[src/rtl/memlcd_pkg.sv]
// rtl/memlcd_pkg.sv - shared geometry, thresholds, state and word layout for the memory-LCD path
package memlcd_pkg;

   localparam int H_PIXELS_DEFAULT = 240;
   localparam int V_LINES_DEFAULT  = 640;
   localparam int WORDS_PER_LINE   = H_PIXELS_DEFAULT / 2;

   // 2x2 ordered-dither thresholds, named T<x0><y0>
   localparam logic [7:0] BAYER_T00       = 8'd32;
   localparam logic [7:0] BAYER_T10       = 8'd160;
   localparam logic [7:0] BAYER_T01       = 8'd224;
   localparam logic [7:0] BAYER_T11       = 8'd96;
   localparam logic [7:0] FIXED_THRESHOLD = 8'd128;

   // Each pixel contributes {B,G,R}; the even pixel sits in the low half of the word
   localparam int HALF_BITS     = 3;
   localparam int WORD_BITS     = 2 * HALF_BITS;
   localparam int WORD_LSB_PIX0 = 0;
   localparam int WORD_LSB_PIX1 = HALF_BITS;

   typedef enum logic {
      IDLE   = 1'b0,
      ACTIVE = 1'b1
   } state_e;

   function automatic logic [7:0] bayer_threshold(input logic x0, input logic y0);
      logic [7:0] t;
      case ({y0, x0})
         2'b00:   t = BAYER_T00;
         2'b01:   t = BAYER_T10;
         2'b10:   t = BAYER_T01;
         default: t = BAYER_T11;
      endcase
      return t;
   endfunction

endpackage

[src/rtl/memlcd_dither.sv]
// rtl/memlcd_dither.sv - 1-bit per channel quantizer, ordered dither or fixed threshold
module memlcd_dither
   import memlcd_pkg::*;
#(
   parameter int DITHER = 1
) (
   input  logic [23:0]          i_rgb,
   input  logic                 i_x0,
   input  logic                 i_y0,
   output logic [HALF_BITS-1:0] o_bits
);

   logic [7:0] thr;

   always_comb begin
      thr    = (DITHER != 0) ? bayer_threshold(i_x0, i_y0) : FIXED_THRESHOLD;
      o_bits = {i_rgb[7:0] >= thr, i_rgb[15:8] >= thr, i_rgb[23:16] >= thr};
   end

endmodule

[src/rtl/memlcd_pixel_packer.sv]
// rtl/memlcd_pixel_packer.sv - quantizes RGB888 pixels, packs pairs into 6-bit FIFO words
// and tracks frame position for the memory-LCD line driver.
module memlcd_pixel_packer
   import memlcd_pkg::*;
#(
   parameter int DATA_WIDTH = 8,
   parameter int H_PIXELS   = H_PIXELS_DEFAULT,
   parameter int V_LINES    = V_LINES_DEFAULT,
   parameter int DITHER     = 1
) (
   input  logic                  i_clk,
   input  logic                  i_reset,
   input  logic                  i_pix_valid,
   input  logic [23:0]           i_pix_rgb,
   input  logic                  i_pix_sof,
   output logic                  o_pix_ready,
   output logic [DATA_WIDTH-1:0] o_wdata,
   output logic                  o_winc,
   input  logic                  i_wfull,
   output logic                  o_frame_done,
   output logic                  o_err_sync
);

   localparam int XW = (H_PIXELS > 1) ? $clog2(H_PIXELS) : 1;
   localparam int YW = (V_LINES > 1) ? $clog2(V_LINES) : 1;
   localparam logic [XW-1:0] X_LAST = XW'(H_PIXELS - 1);
   localparam logic [YW-1:0] Y_LAST = YW'(V_LINES - 1);
   localparam logic [XW-1:0] X_ONE  = XW'(1);
   localparam logic [YW-1:0] Y_ONE  = YW'(1);

   state_e               state_q, state_d;
   logic [XW-1:0]        x_q, x_d;
   logic [YW-1:0]        y_q, y_d;
   logic [HALF_BITS-1:0] half_q, half_d;
   logic [WORD_BITS-1:0] word_q, word_d;
   logic                 out_valid_q, out_valid_d;
   logic                 last_q, last_d;
   logic                 frame_done_q, frame_done_d;
   logic                 err_sync_q, err_sync_d;

   logic                 accept;
   logic                 sof_acc;
   logic                 take;
   logic                 misplaced;
   logic                 write;
   logic                 pix_last;
   logic [XW-1:0]        cur_x;
   logic [YW-1:0]        cur_y;
   logic [HALF_BITS-1:0] pix_bits;

   // A SOF always re-anchors the accepted pixel at (0,0), whatever the counters say
   always_comb begin
      accept    = i_pix_valid & o_pix_ready;
      sof_acc   = accept & i_pix_sof;
      take      = sof_acc | (accept & (state_q == ACTIVE));
      misplaced = sof_acc & (state_q == ACTIVE) & ((x_q != '0) | (y_q != '0));
      cur_x     = sof_acc ? '0 : x_q;
      cur_y     = sof_acc ? '0 : y_q;
      pix_last  = (cur_x == X_LAST) & (cur_y == Y_LAST);
      write     = out_valid_q & ~i_wfull;
   end

   memlcd_dither #(
      .DITHER (DITHER)
   ) u_dither (
      .i_rgb  (i_pix_rgb),
      .i_x0   (cur_x[0]),
      .i_y0   (cur_y[0]),
      .o_bits (pix_bits)
   );

   always_ff @(posedge i_clk or posedge i_reset) begin
      if (i_reset) begin
         state_q <= IDLE;
      end else begin
         state_q <= state_d;
      end
   end

   always_comb begin
      state_d = state_q;
      case (state_q)
         IDLE:   if (take) state_d = ACTIVE;
         ACTIVE: if (take && pix_last) state_d = IDLE;
      endcase
   end

   always_comb begin
      o_pix_ready = 1'b1;
      if (state_q == ACTIVE) begin
         o_pix_ready = ~out_valid_q | ~i_wfull;
      end
   end

   always_comb begin
      x_d          = x_q;
      y_d          = y_q;
      half_d       = half_q;
      word_d       = word_q;
      out_valid_d  = out_valid_q;
      last_d       = last_q;
      frame_done_d = write & last_q;
      err_sync_d   = misplaced;

      if (write) begin
         out_valid_d = 1'b0;
         last_d      = 1'b0;
      end

      if (take) begin
         if (cur_x == X_LAST) begin
            x_d = '0;
            y_d = (cur_y == Y_LAST) ? '0 : cur_y + Y_ONE;
         end else begin
            x_d = cur_x + X_ONE;
            y_d = cur_y;
         end

         // A load on the same edge as a write wins, so the freshly packed word stays valid
         if (cur_x[0]) begin
            word_d[WORD_LSB_PIX1 +: HALF_BITS] = pix_bits;
            word_d[WORD_LSB_PIX0 +: HALF_BITS] = half_q;
            out_valid_d                        = 1'b1;
            last_d                             = pix_last;
         end else begin
            half_d = pix_bits;
         end
      end
   end

   always_ff @(posedge i_clk or posedge i_reset) begin
      if (i_reset) begin
         x_q          <= '0;
         y_q          <= '0;
         half_q       <= '0;
         word_q       <= '0;
         out_valid_q  <= 1'b0;
         last_q       <= 1'b0;
         frame_done_q <= 1'b0;
         err_sync_q   <= 1'b0;
      end else begin
         x_q          <= x_d;
         y_q          <= y_d;
         half_q       <= half_d;
         word_q       <= word_d;
         out_valid_q  <= out_valid_d;
         last_q       <= last_d;
         frame_done_q <= frame_done_d;
         err_sync_q   <= err_sync_d;
      end
   end

   always_comb begin
      o_wdata                = '0;
      o_wdata[WORD_BITS-1:0] = word_q;
   end

   assign o_winc       = write;
   assign o_frame_done = frame_done_q;
   assign o_err_sync   = err_sync_q;

endmodule
[config.mk]
export PLATFORM = sky130hd
export DESIGN_NAME = memlcd_pixel_packer
export DESIGN_NICKNAME = d
export VERILOG_FILES = /design/src/rtl/memlcd_pkg.sv /design/src/rtl/memlcd_dither.sv /design/src/rtl/memlcd_pixel_packer.sv
export SDC_FILE = /design/constraint.sdc
export NUM_CORES = 1
export LEC_CHECK = 0
export CORE_MARGIN = 3
export CORE_UTILIZATION = 45
export DETAILED_ROUTE_END_ITERATION = 8
export DONT_BUFFER_PORTS = 1
export SKIP_CTS_REPAIR_TIMING = 1
export SYNTH_ARGS = -nofsm -noshare
export SYNTH_HDL_FRONTEND = slang
export SYNTH_HIERARCHICAL = 1
export SYNTH_SLANG_ARGS = --single-unit
[constraint.sdc]
create_clock -name i_clk -period 3.68 [get_ports i_clk]
set_input_delay 0.368 -clock i_clk [delete_from_list [all_inputs] [get_ports i_clk]]
set_output_delay 0.368 -clock i_clk [all_outputs]
set_load 0.02 [all_outputs]
==> run summary <==
The run finished with clean final reports. Of the total power, registers draw 52.2%. The floorplan step set the die height to 70.6 microns.

For the floorplan row count, the log shows 22. The reported net switching power was 0.352 mW. The core region is 3830 sq um. The run gives 0 as the final max-slew violation count. In the finished design, the share of the clock period the worst path needs comes to 89.7%. The post-synthesis register bit count was 32. The clock period could shrink to 3300 ps. The layout overhead on the synthesized area came out at 6.00%.

In the final layout, the share of cells above drive strength 1 is 11.2%. The tools report the I/O pin total as 41. The reg-to-reg startpoint was state_q$_DFF_PP0_. The startpoint type of the worst setup path is a flip-flop.

The run gives 2 as the maximum number of buffers from clock root to sink. In this run, CTS created clock tree buffers numbering 5. The clock network power share came out at 27.9%. Type of destination of the critical path: a flip-flop. For this run, the share of the core covered by cells in the final layout is 52.0%.

In the synthesized netlist the async set-or-reset flop fraction comes to 100%. In this run the register-to-register setup slack is 380 ps. Detailed placement ended at an HPWL of 3270 microns. The depth of the worst register-to-register path came out at 10.

The net count of the finished layout is 243. The Yosys step of the flow raised 6 warnings. The first global-routing pass estimated 7310 microns of wire.

By startpoint and endpoint, the worst setup path is classified as reg2reg. The number of synthesized flops with an enable pin is 0, and the combinational fraction of design power is 19.9%. Final RePlAce weighted congestion: 0.903. The run gives 0 ps as the setup total negative slack.

The clock latency on the worst-skew pair is 290 ps, and the final worst clock skew is 7.51 ps. After routing the design area is 1990 sq um. The via-per-instance ratio was 6.11; the clock transition at the registers of the reported paths was 80 ps. The clock net in this run drives a total of 32 sinks.

In this run the horizontal extent of the chip is 70.6 microns. The logs give 1455 for the via count of the first global-routing pass and 45 for the number of library cell types mapped by synthesis. The run gives 33 as the largest net degree at the start of global routing.

In the synthesized netlist, the cells that appear most often are dfrtp_1 (32), nand2_1 (24), nor2_1 (17). The logs give 5 for the first-pass detailed-route iteration total and 0 for the final antenna-violating net count. The worst slew margin relative to its limit was 34.6%; the effective utilization at floorplan was 49.1%. The tools report the post-detailed-route DRC marker count as 0. Across the run, the number of max-cap violations was 0. The worst hold path class is in2async.

The mapped netlist covers 1880 sq um. The cell count after synthesis came out at 203. The filler cells instantiated in the layout total 361. The total overflow left after global routing is 0. The part of the Yosys area used for sequential elements was 42.7%. The leading area contributor after synthesis is dfrtp_1. The initial antenna violation count was 0.

The critical-path maximum fanout is 16, and the all-layer global routing usage is 18.5%. Among all cell types in the netlist, the one instantiated most often is dfrtp_1. STA puts the critical path data arrival time at 3470 ps. The routed design uses 347 microns of met3 wire.

Cell internal power was estimated by the tool at 0.641 mW. In this run the critical register-to-register path is captured at y_q[9]$_DFFE_PP0N_. The area enclosed by the die boundary is 4980 sq um. TritonCTS built the clock tree. The maximum level of the CTS H-tree was 2; the slew at the pin with the worst max-slew slack was 978 ps. The number of I/O port buffers is 0, and the maximum VDD drop is 0.000370 V.

The logs give 1940 microns for the length of routed wiring on met1 and 0.303 GHz for the achievable clock frequency. The run gives 2010 microns as the routed wire length on met2. Net switching is 35.4% of the power.

The root buffer cell chosen for the clock tree is clkbuf_8. The share of synthesized area in the top cell type comes to 42.7%. For this design the ratio of total power to cell area is 499 nW/um^2.

Across all layers, the routed design uses 1546 vias. For the total of endpoints with negative setup slack in the final report, the log shows 0. Summed over all layers, the routed wires come to 4340 microns.

The final hold violation count came out at 0. Data required time at the worst endpoint: 3850 ps. The number of DRC markers in iteration 0 came out at 125.

After detailed routing, the average wire length per cell comes to 17.1 microns. Uppermost layer routed: met4. The average cell area after synthesis was 9.25 sq um. In the post-synthesis netlist, the biggest area contributors are dfrtp_1 (43%), ha_1 (6.7%), mux2_2 (5.4%).

Most frequently used flop master after synthesis: dfrtp_1. Setup repair after global routing left no endpoint under its margin. Summed over all cells, the static leakage comes to 0.803 nW. Summing all placed instances gives a cell area of 1900 sq um. The repair_antennas step left the layout with diodes totalling 0.
-- cells by family (layout without fill, tap and decap cells) --
kind of cell / Yosys count / in the layout / synth area share [%]
AND/OR/NAND/NOR: 95 / 95 / 26.5
adder cells (fa/ha/maj): 10 / 10 / 6.67
XOR/XNOR: 3 / 3 / 1.40
multiplexers: 9 / 9 / 5.40
AO/OA/AOI/OAI: 41 / 41 / 13.7
buffers and inverters: 12 / 13 / 3.53
other: 1 / 2 / 0.200
flip-flops: 32 / 32 / 42.7
-- worst max path at each step --
stage	from	endpoint	depth (start not counted)
floorplan	state_q$_DFF_PP0_	y_q[9]$_DFFE_PP0N_	11
global placement	state_q$_DFF_PP0_	y_q[9]$_DFFE_PP0N_	10
detailed placement	state_q$_DFF_PP0_	y_q[9]$_DFFE_PP0N_	10
CTS	state_q$_DFF_PP0_	y_q[9]$_DFFE_PP0N_	10
global route	state_q$_DFF_PP0_	y_q[9]$_DFFE_PP0N_	10
finish	state_q$_DFF_PP0_	y_q[9]$_DFFE_PP0N_	10
-- layout by cell type (no fill, tap or decap), types with 3 or more instances in the layout --
master    instances
nor3_1            4
mux2_2            9
nand3_1          11
a21oi_1          16
nor4_1            7
o21ai_0          13
and2_1            6
ha_1             10
nand4_1           9
inv_1             4
or3_1             3
nor2_1           17
dfrtp_1          32
clkbuf_8          5
nand2_1          24
-- state kept, by name, indices dropped and copies added (netlist names) --
name,cells
state_q,1
word_q,6
x_q,8
o_err_sync,1
o_frame_done,1
half_q,3
y_q,10
last_q,1
out_valid_q,1
-- power groups by stage --
stage | Clock (mW) | Combinational [mW] | Sequential [mW]
global placement | 0 | 0.189 | 0.523
global route | 0.298 | 0.221 | 0.527
CTS | 0.283 | 0.198 | 0.520
floorplan | 0 | 0.161 | 0.507
detailed placement | 0 | 0.197 | 0.527
finish | 0.277 | 0.197 | 0.518
-- per-layer routing --
layer	GRT usage [%]	up-vias
met3	5.68	5
li1	-	740
met5	0	-
met1	25.7	742
met4	4.38	0
met2	28.4	59
-- critical path: stages, from the launching register on --
cell and delay (ps):
dfrtp_1 410, and3_2 250, inv_1 160, nand2_1 420, and2_1 250, ha_1 210
nand4_1 260, a2111oi_4 620, nand4_1 260, a21oi_1 210, o22ai_1 110
-- through the flow --
| stage | instances | setup slack, ps | total power, mW | hold WS [ps] |
|---|---|---|---|---|
| floorplan | 204 | 1020 | 0.668 | 454 |
| global placement | 245 | 489 | 0.712 | 364 |
| detailed placement | 245 | 481 | 0.724 | 372 |
| CTS | 253 | 457 | 1.00 | 49.1 |
| global route | 253 | 187 | 1.05 | 68.1 |
| finish | 253 | 380 | 0.993 | 42.3 |
-- final cells by class --
class	instances	area, sq um	share of cell area (%)
Multi-Input combinational cell	160	1010	50.9
Clock buffer	5	68.8	3.46
Sequential cell	32	801	40.3
Clock inverter	3	23.8	1.19
Tap cell	48	60.1	3.02
Inverter	4	15.0	0.755
Timing Repair Buffer	1	7.51	0.377
Power figures use the tool's default switching activity.
